===== src/rtl/delay_pipe_credit_buf.sv =====
// Credit-managed return buffer behind a fixed-latency, non-stallable delay pipe.
// Credits start at D and are only handed out when a buffer slot is guaranteed,
// so under correct use the pipe can never overrun the buffer.
module delay_pipe_credit_buf #(
  parameter int unsigned W = 32,
  parameter int unsigned N = 5,
  parameter int unsigned D = 8
) (
  input  logic                   clk,
  input  logic                   rst,
  input  logic                   issue_req,
  output logic                   issue_gnt,
  input  logic                   pipe_vld,
  input  logic [W-1:0]           pipe_dat,
  output logic                   out_vld,
  output logic [W-1:0]           out,
  input  logic                   out_rdy,
  output logic [$clog2(D+1)-1:0] credit_r,
  output logic                   full,
  output logic                   empty,
  output logic                   ovf_err_r
);

  localparam int unsigned CW = $clog2(D + 1);
  localparam int unsigned PW = (D > 1) ? $clog2(D) : 1;

  logic [CW-1:0] r_credit, w_credit_d;
  logic [CW-1:0] r_count, w_count_d;
  logic [PW-1:0] r_wr_ptr, w_wr_ptr_d;
  logic [PW-1:0] r_rd_ptr, w_rd_ptr_d;
  logic          r_out_vld;
  logic          r_ovf;
  logic [W-1:0]  r_mem [D];

  logic w_gnt, w_pop, w_wr, w_full;

  // Handshakes, credit/occupancy next state and pointer advance
  always_comb begin
    w_full     = (r_count == CW'(D));
    // Gate on reset so no grant leaks out while the pipe is being flushed.
    w_gnt      = issue_req & rst & (r_credit != '0);
    w_pop      = r_out_vld & out_rdy;
    // A pop in the same cycle frees the slot, so a write into a full buffer is legal then.
    w_wr       = pipe_vld & (~w_full | w_pop);

    w_credit_d = r_credit;
    if (w_gnt && !w_pop) begin
      w_credit_d = r_credit - CW'(1);
    end else if (w_pop && !w_gnt) begin
      w_credit_d = r_credit + CW'(1);
    end

    w_count_d = r_count;
    if (w_wr && !w_pop) begin
      w_count_d = r_count + CW'(1);
    end else if (w_pop && !w_wr) begin
      w_count_d = r_count - CW'(1);
    end

    w_wr_ptr_d = r_wr_ptr;
    if (w_wr) begin
      w_wr_ptr_d = (r_wr_ptr == PW'(D - 1)) ? '0 : r_wr_ptr + PW'(1);
    end

    w_rd_ptr_d = r_rd_ptr;
    if (w_pop) begin
      w_rd_ptr_d = (r_rd_ptr == PW'(D - 1)) ? '0 : r_rd_ptr + PW'(1);
    end
  end

  // Control state; reset restores full credit and an empty buffer
  always_ff @(posedge clk or negedge rst) begin
    if (!rst) begin
      r_credit  <= CW'(D);
      r_count   <= '0;
      r_wr_ptr  <= '0;
      r_rd_ptr  <= '0;
      r_out_vld <= 1'b0;
      r_ovf     <= 1'b0;
    end else begin
      r_credit  <= w_credit_d;
      r_count   <= w_count_d;
      r_wr_ptr  <= w_wr_ptr_d;
      r_rd_ptr  <= w_rd_ptr_d;
      r_out_vld <= (w_count_d != '0);
      // Sticky: a dropped write means the credit loop was violated upstream.
      r_ovf     <= r_ovf | (pipe_vld & ~w_wr);
    end
  end

  // Storage array; contents deliberately left unreset
  always_ff @(posedge clk) begin
    if (w_wr) begin
      r_mem[r_wr_ptr] <= pipe_dat;
    end
  end

  // Output drive
  always_comb begin
    issue_gnt = w_gnt;
    out_vld   = r_out_vld;
    out       = r_mem[r_rd_ptr];
    credit_r  = r_credit;
    full      = w_full;
    empty     = (r_count == '0);
    ovf_err_r = r_ovf;
  end

  // A credit returned while already at D means a pop without a matching issue.
  a_credit_overflow : assert property (@(posedge clk) disable iff (!rst)
    !(w_pop && !w_gnt && (r_credit == CW'(D))))
    else $error("credit overflow (D=%0d, N=%0d)", D, N);

  a_credit_bound : assert property (@(posedge clk) disable iff (!rst)
    ({1'b0, r_credit} + {1'b0, r_count}) <= (CW + 1)'(D))
    else $error("credit + occupancy exceeds D");

endmodule


===== config.mk =====
export PLATFORM = sky130hd
export DESIGN_NAME = delay_pipe_credit_buf
export DESIGN_NICKNAME = d
export VERILOG_FILES = /design/src/rtl/delay_pipe_credit_buf.sv
export SDC_FILE = /design/constraint.sdc
export NUM_CORES = 1
export LEC_CHECK = 0
export BUFFER_PORTS_ARGS = -buffer_cell sky130_fd_sc_hd__buf_2
export CAP_MARGIN = 20
export CELL_PAD_IN_SITES_DETAIL_PLACEMENT = 1
export CELL_PAD_IN_SITES_GLOBAL_PLACEMENT = 1
export CORE_ASPECT_RATIO = 0.6
export CORE_MARGIN = 3
export CORE_UTILIZATION = 57
export DETAILED_ROUTE_END_ITERATION = 6
export GPL_ROUTABILITY_DRIVEN = 0
export GPL_TIMING_DRIVEN = 0
export PLACE_DENSITY = 0.9
export SLEW_MARGIN = 20
export SYNTH_ARGS = -nofsm -noshare
export SYNTH_HDL_FRONTEND = slang
export SYNTH_SLANG_ARGS = --single-unit

===== constraint.sdc =====
create_clock -name clk -period 8.65 [get_ports clk]
set_input_delay 0.865 -clock clk [delete_from_list [all_inputs] [get_ports clk]]
set_output_delay 0.865 -clock clk [all_outputs]
set_load 0.005 [all_outputs]

==> run summary, run 1 <==
I/O Buffers - 77
Post-synth ARST share - 5.88%
Setup Fix Bufs, Post-CTS - 0
Routed wire length on met2 - 13,000 um
Req. time, crit path - 7790 ps
Max_slew headroom - 43.4%
Crit path top cell by count - buf_2
Synthesized flop and latch total - 272
FP Rows - 37
Fin. Hold Viols - 0
Setup crit end kind - output pin
Worst VDD drop - 0.215 mV
Cell Count, Final, Fillers Out - 839
Max frequency - 279 MHz
Leading post-synthesis cells by cell area - edfxtp_1 (73%), mux4_2 (14%), mux2_2 (3.8%)
I/O Pins - 78
Drt pass-1 iters - 5
Cell area after layout - 12,400 um^2
Hold WS - 267 ps
Worst reg2reg path depth - 7
Most common cell in the synthesized netlist - edfxtp_1
RSZ-0062 raised after global routing - no
Final core occ - 70.0%
LEAKAGE - 0.00419 uW
Reg-to-reg slack, setup - 5800 ps
Drt wl/cell - 29.9 um
Met3 WL - 1370 um
First-pass GRT wire length - 38,000 um
Syn Inst Count - 468
Met1 wire length - 10,300 um
Final Cycle Share - 41.4%
# clock sinks - 272
Clock Skews - 17.3 ps
# hold bufs at CTS - 0
Critical Path AT - 2720 ps
Synth Warn # - 0
Buf/Inv on CP - 3
Yosys top cell by area - edfxtp_1
Startpoint Class - flip-flop
Drt via density - 6.29
Share of post-route cells with drive strength above 1 - 42.0%
Vias - 5,275
Clock latency at the later pin of the worst-skew pair - 520 ps
Die area - 20,300 um^2
Sum Neg Setup Slack - 0 ps
Post_cts resized - 0
Htree depth - 1
Ys flop type - edfxtp_1
Post-route antenna net violation count - 0
Highest metal used - met5
Avg Cell Area, Syn - 22.6 um^2
Tmin final - 3580 ps
Final WL - 25,100 um
Synth Net Count - 514
Max incr delay on CP - 630 ps
Hpwl dp - 15,900 um
Top Family by Delay on Critical Path - buffers and inverters
Overall die height - 112 um
CP max stage cell - clkbuf_1
P&R area growth vs syn - 16.9%
Hold Path Class - in -> async
Core box area - 17,700 um^2
Initial antenna violation count - 3
Placed insts - 793
CTS Buffer Depth - 3
Largest net degree at the start of global routing - 22
Share of the synthesized area in the top cell type - 72.6%
Worst slew pin tran - 849 ps
Status - finished, final reports clean
Setup violators final - 0
Cell Chain, Critical Path - buf_2 -> clkbuf_1 -> mux4_2 -> mux2_2 -> buf_2
Nets - 632
CTS tree - done
Max-cap violation count - 0
Reg clk slew, reported paths - 70 ps
Post-DP Area - 11,500 um^2
DRC - 0
Root Driver - clkbuf_16
Syn Std Cell Area - 10,600 um^2
PD cells - 345 nW/um^2
Reg2reg start - r_count[1]
Max-slew violations - 0
Starting Density - 59.9%
Post-synthesis sequential area ratio - 76.4%
Filler cells - 1,387
Grt total ovfl - 0
Critical Path Fanout Max - 10
Reg-to-reg endpoint - r_mem[6][11]
DIE WIDTH - 182 um
Cts bufs inserted - 25
First DRT Iteration DRCs - 582
Antenna cell count - 0
Post-synth EDFFs - 256
Most frequent cells after synthesis - edfxtp_1 (256), mux4_2 (64), mux2_2 (36), dfrtp_1 (15), clkbuf_1 (10)
Kind of critical path - reg -> out
Vias in the first global route - 5,879
Total GRT Usage - 25.5%
Count of cell types in the netlist - 40
==> power breakdown <==
group	internal [uW]	switching (uW)	total (uW)	leakage, uW
logic	663	711	1370	0.00126
registers	1670	105	1770	0.00251
clock network	655	470	1120	0.000413
total	2980	1290	4270	0.00419
==> registers in the layout (all words and copies together), names as in the netlist <==
signal / count
r_mem: 256
r_count: 4
r_rd_ptr: 3
ovf_err_r: 1
credit_r: 4
r_wr_ptr: 3
out_vld: 1
==> kinds of logic after synthesis <==
| family | count (synthesis) | synth area share [%] |
|---|---|---|
| AND/OR/NAND/NOR | 37 | 2.12 |
| AO/OA/AOI/OAI | 18 | 1.11 |
| buffers and inverters | 25 | 1.29 |
| multiplexers | 100 | 17.4 |
| XOR/XNOR | 7 | 0.579 |
| flip-flops | 272 | 76.4 |
| adder cells (fa/ha/maj) | 9 | 1.06 |
==> how the worst max path moves through the flow <==
stage,startpoint,to,slack [ps],depth (start not counted)
floorplan,out_rdy,r_mem[0][0],4360,5
global placement,out_rdy,r_mem[0][11],2200,6
detailed placement,out_rdy,r_mem[6][11],5540,7
CTS,r_rd_ptr[1],out[15],5010,5
global route,r_rd_ptr[1],out[15],4930,5
finish,r_rd_ptr[1],out[15],5070,5
==> worst register-to-register path, stage by stage, from the launching register on <==
cell	delay, ps
dfrtp_1	490
inv_1	130
ha_1	290
nand3b_4	160
o21ai_0	210
or2_2	460
nor2_4	530
buf_16	260
==> metal layers <==
layer  vias to the layer above  track usage [%]
li1                       2199                -
met1                      2826             35.6
met2                       210             43.9
met3                        34             4.18
met4                         6             4.46
met5                         -                0
==> layout by cell type, fill, tap and decap left out, types with 7 or more instances in the layout <==
cell	instances
buf_2	82
clkbuf_16	25
clkbuf_1	15
buf_4	9
ha_1	9
dfrtp_1	15
mux4_2	64
mux2_2	36
clkinv_2	7
edfxtp_1	256
==> through the flow <==
stage / setup slack (ps) / power, uW
2_1_floorplan: 4360 / 2590
3_3_place_gp: 2200 / 2980
3_5_place_dp: 5540 / 3150
4_1_cts: 5010 / 4300
5_1_grt: 4930 / 4460
6_report: 5070 / 4270
==> area by class of cell <==
class,count,area [um^2],area share [%]
Buffer,20,113,0.910
Clock buffer,30,644,5.21
Clock inverter,16,186,1.51
Inverter,5,23.8,0.192
Multi-Input combinational cell,171,2420,19.5
Sequential cell,272,8090,65.4
Tap cell,234,293,2.37
Timing Repair Buffer,91,607,4.90
Power figures use the tool's default switching activity.
==> run 2: changes to the inputs <==
Settings changed: ABC_AREA set to 1, CORE_UTILIZATION 57 to 44, PLACE_DENSITY 0.9 to 0.81.
Clock period 8.65 ns to 3 ns, I/O delays scaled along.
==> run summary, run 2 <==
Status - finished, final reports clean (unchanged)
DRC - 0 (unchanged)
Leading post-synthesis cells by cell area - edfxtp_1 (69%), o21ai_0 (6.9%), nor2_1 (6.8%) (was edfxtp_1 (73%), mux4_2 (14%), mux2_2 (3.8%))
DIE WIDTH - 211 um (was 182 um)
Max incr delay on CP - 710 ps (was 630 ps)
Drt via density - 5.57 (was 6.29)
Reg2reg start - r_count[0] (was r_count[1])
P&R area growth vs syn - 16.2% (was 16.9%)
FP Rows - 44 (was 37)
Overall die height - 129 um (was 112 um)
Most common cell in the synthesized netlist - edfxtp_1 (unchanged)
Tmin final - 2890 ps
Final Cycle Share - 96.5%
First-pass GRT wire length - 47,600 um (was 38,000 um)
Kind of critical path - reg -> reg (was reg -> out)
Setup crit end kind - flip-flop (was output pin)
Yosys top cell by area - edfxtp_1 (unchanged)
Post-DP Area - 12,100 um^2 (was 11,500 um^2)
Count of cell types in the netlist - 27 (was 40)
Ys flop type - edfxtp_1 (unchanged)
Final WL - 31,100 um (was 25,100 um)
Starting Density - 45.3% (was 59.9%)
I/O Buffers - 77 (unchanged)
Post_cts resized - 0 (unchanged)
Post-synth ARST share - 5.88% (unchanged)
Setup crit start - r_count[0] (was r_rd_ptr[1])
Nets - 1,085 (was 632)
Grt total ovfl - 0 (unchanged)
CTS Buffer Depth - 3 (unchanged)
Reg-to-reg slack, setup - 110 ps (was 5800 ps)
Root Driver - clkbuf_16 (unchanged)
Worst VDD drop - 0.540 mV (was 0.215 mV)
Cell Chain, Critical Path - inv_1 -> ha_1 -> nand3_2 -> inv_2 -> a21oi_4 -> nand2_1 -> nor2_4 -> buf_16 (was buf_2 -> clkbuf_1 -> mux4_2 -> mux2_2 -> buf_2)
Core box area - 24,400 um^2 (was 17,700 um^2)
Max-slew violations - 0 (unchanged)
Total chip power - 13,000 uW (was 4270 uW)
Largest Register - r_mem (unchanged)
Htree depth - 1 (unchanged)
Fin. Hold Viols - 0 (unchanged)
Most frequent cells in the layout - edfxtp_1 (256), nor2_1 (191), o21ai_0 (152) (was edfxtp_1 (256), buf_2 (82), mux4_2 (64))
Largest net degree at the start of global routing - 22 (unchanged)
Buf/Inv on CP - 3 (unchanged)
Total GRT Usage - 23.0% (was 25.5%)
Share of the synthesized area in the top cell type - 69.5% (was 72.6%)
Drt pass-1 iters - 5 (unchanged)
Filler cells - 2,570 (was 1,387)
Die area - 27,100 um^2 (was 20,300 um^2)
Cell Count, Final, Fillers Out - 1,375 (was 839)
Worst slew pin tran - 817 ps (was 849 ps)
Clock Skews - 7.93 ps (was 17.3 ps)
Max reg flops - 256 (unchanged)
Top Family by Delay on Critical Path - simple AND/OR/NAND/NOR gates (was buffers and inverters)
Post-synthesis sequential area ratio - 73.1% (was 76.4%)
Hold EP - r_mem[3][30]
Startpoint Class - flip-flop (unchanged)
Post-route antenna net violation count - 0 (unchanged)
Synth Warn # - 0 (unchanged)
First DRT Iteration DRCs - 592 (was 582)
RSZ-0062 raised after global routing - yes (was no)
Reg-to-reg endpoint - r_mem[2][23] (was r_mem[6][11])
Final core occ - 52.6% (was 70.0%)
PD cells - 1010 nW/um^2 (was 345 nW/um^2)
I/O Pins - 78 (unchanged)
Share of post-route cells with drive strength above 1 - 16.0% (was 42.0%)
Syn Std Cell Area - 11,100 um^2 (was 10,600 um^2)
Cell area after layout - 12,900 um^2 (was 12,400 um^2)
Max frequency - 346 MHz
Hold Crit Start - pipe_dat[30]
Commonest non-fill, non-tap cell in the layout - edfxtp_1 (unchanged)
Setup violators final - 0 (unchanged)
Req. time, crit path - 3230 ps (was 7790 ps)
Cell depth of the worst hold path - 1
Hold Path Class - in -> reg (was in -> async)
Synth Net Count - 972 (was 514)
Post-synth EDFFs - 256 (unchanged)
Critical Path Fanout Max - 20 (was 10)
Drt wl/cell - 22.6 um (was 29.9 um)
Reg clk slew, reported paths - 70 ps (about the same)
LEAKAGE - 0.00466 uW (was 0.00419 uW)
Placed insts - 1,333 (was 793)
Vias in the first global route - 8,214 (was 5,879)
CTS tree - done (unchanged)
Max_slew headroom - 45.4% (was 43.4%)
CP max stage cell - nor2_4 (was clkbuf_1)
Initial antenna violation count - 1 (was 3)
Max-cap violation count - 0 (unchanged)
Synthesized flop and latch total - 272 (unchanged)
Worst reg2reg path depth - 8 (was 7)
Syn Inst Count - 926 (was 468)
Critical Path AT - 3120 ps (was 2720 ps)
Sum Neg Setup Slack - 0 ps (unchanged)
Vias - 7,652 (was 5,275)
Cts bufs inserted - 25 (unchanged)
Avg Cell Area, Syn - 11.9 um^2 (was 22.6 um^2)
Clock latency at the later pin of the worst-skew pair - 520 ps (about the same)
Most frequent cells after synthesis - edfxtp_1 (256), nor2_1 (199), o21ai_0 (152), nand2_1 (138), o21ai_1 (48) (was edfxtp_1 (256), mux4_2 (64), mux2_2 (36), dfrtp_1 (15), clkbuf_1 (10))
Hpwl dp - 20,600 um (was 15,900 um)
# clock sinks - 272 (unchanged)
## run 2: cell types whose count changed after synthesis, moves of 36 or more
cell and delta:
o21ai_0 +147, mux2_2 -36, mux4_2 -64, nor2_1 +191
o21ai_1 +48, nand2_1 +133
## run 2: layout make-up
type	count	area (um^2)	share of cell area, %
Timing Repair Buffer	86	616	4.79
Sequential cell	272	8090	62.9
Clock inverter	6	51.3	0.399
Tap cell	322	403	3.13
Multi-Input combinational cell	582	2670	20.8
Inverter	23	86.3	0.672
Clock buffer	34	659	5.13
Antenna cell	1	2.50	0.0195
Buffer	49	274	2.13
## run 2: per-stage QoR
stage	hold slack [ps]	worst slack, ps
after floorplan	4.41	49.6
after global placement	269	-1380
after detailed placement	272	188
after CTS	31.5	110
after global routing	32.5	-86.2
final	53.0	106
## run 2: logic make-up after synthesis
group | after synthesis | synth area share (%)
flops | 272 | 73.1
simple gates | 364 | 12.9
compound gates | 205 | 9.42
xor+xnor | 4 | 0.317
buf+inv | 72 | 3.26
fa+ha+maj | 9 | 1.02
## run 2: worst max path at each step
stage          cells past startpoint            to
4_1_cts                            8  r_mem[5][29]
6_report                           8  r_mem[2][23]
5_1_grt                            8  r_mem[4][29]
3_5_place_dp                       8  r_mem[5][18]
2_1_floorplan                      7   r_mem[0][0]
3_3_place_gp                       7  r_mem[7][17]
## run 2: repair_timing
item | in CTS | in global routing
hold buffers | 1 | 0
endpoints found under the setup margin | 0 | 39
setup buffers | 0 | 0
endpoints found under the hold margin | 15 | 0
## run 2: power breakdown
part | internal [uW] | leakage, uW | switching, uW
Clock | 1610 | 0.000345 | 1330
Combinational | 1590 | 0.00181 | 3440
Sequential | 4760 | 0.00251 | 229
## run 2: per-layer routing
layer  vias to the layer above  part of all wire (%)  global-route usage [%]
met5                         -                     0                       0
met4                         0                   1.7                    5.11
met3                        44                   6.5                    3.36
met2                       273                    47                    37.7
met1                      3873                    45                    33.2
li1                       3462                     -                       -
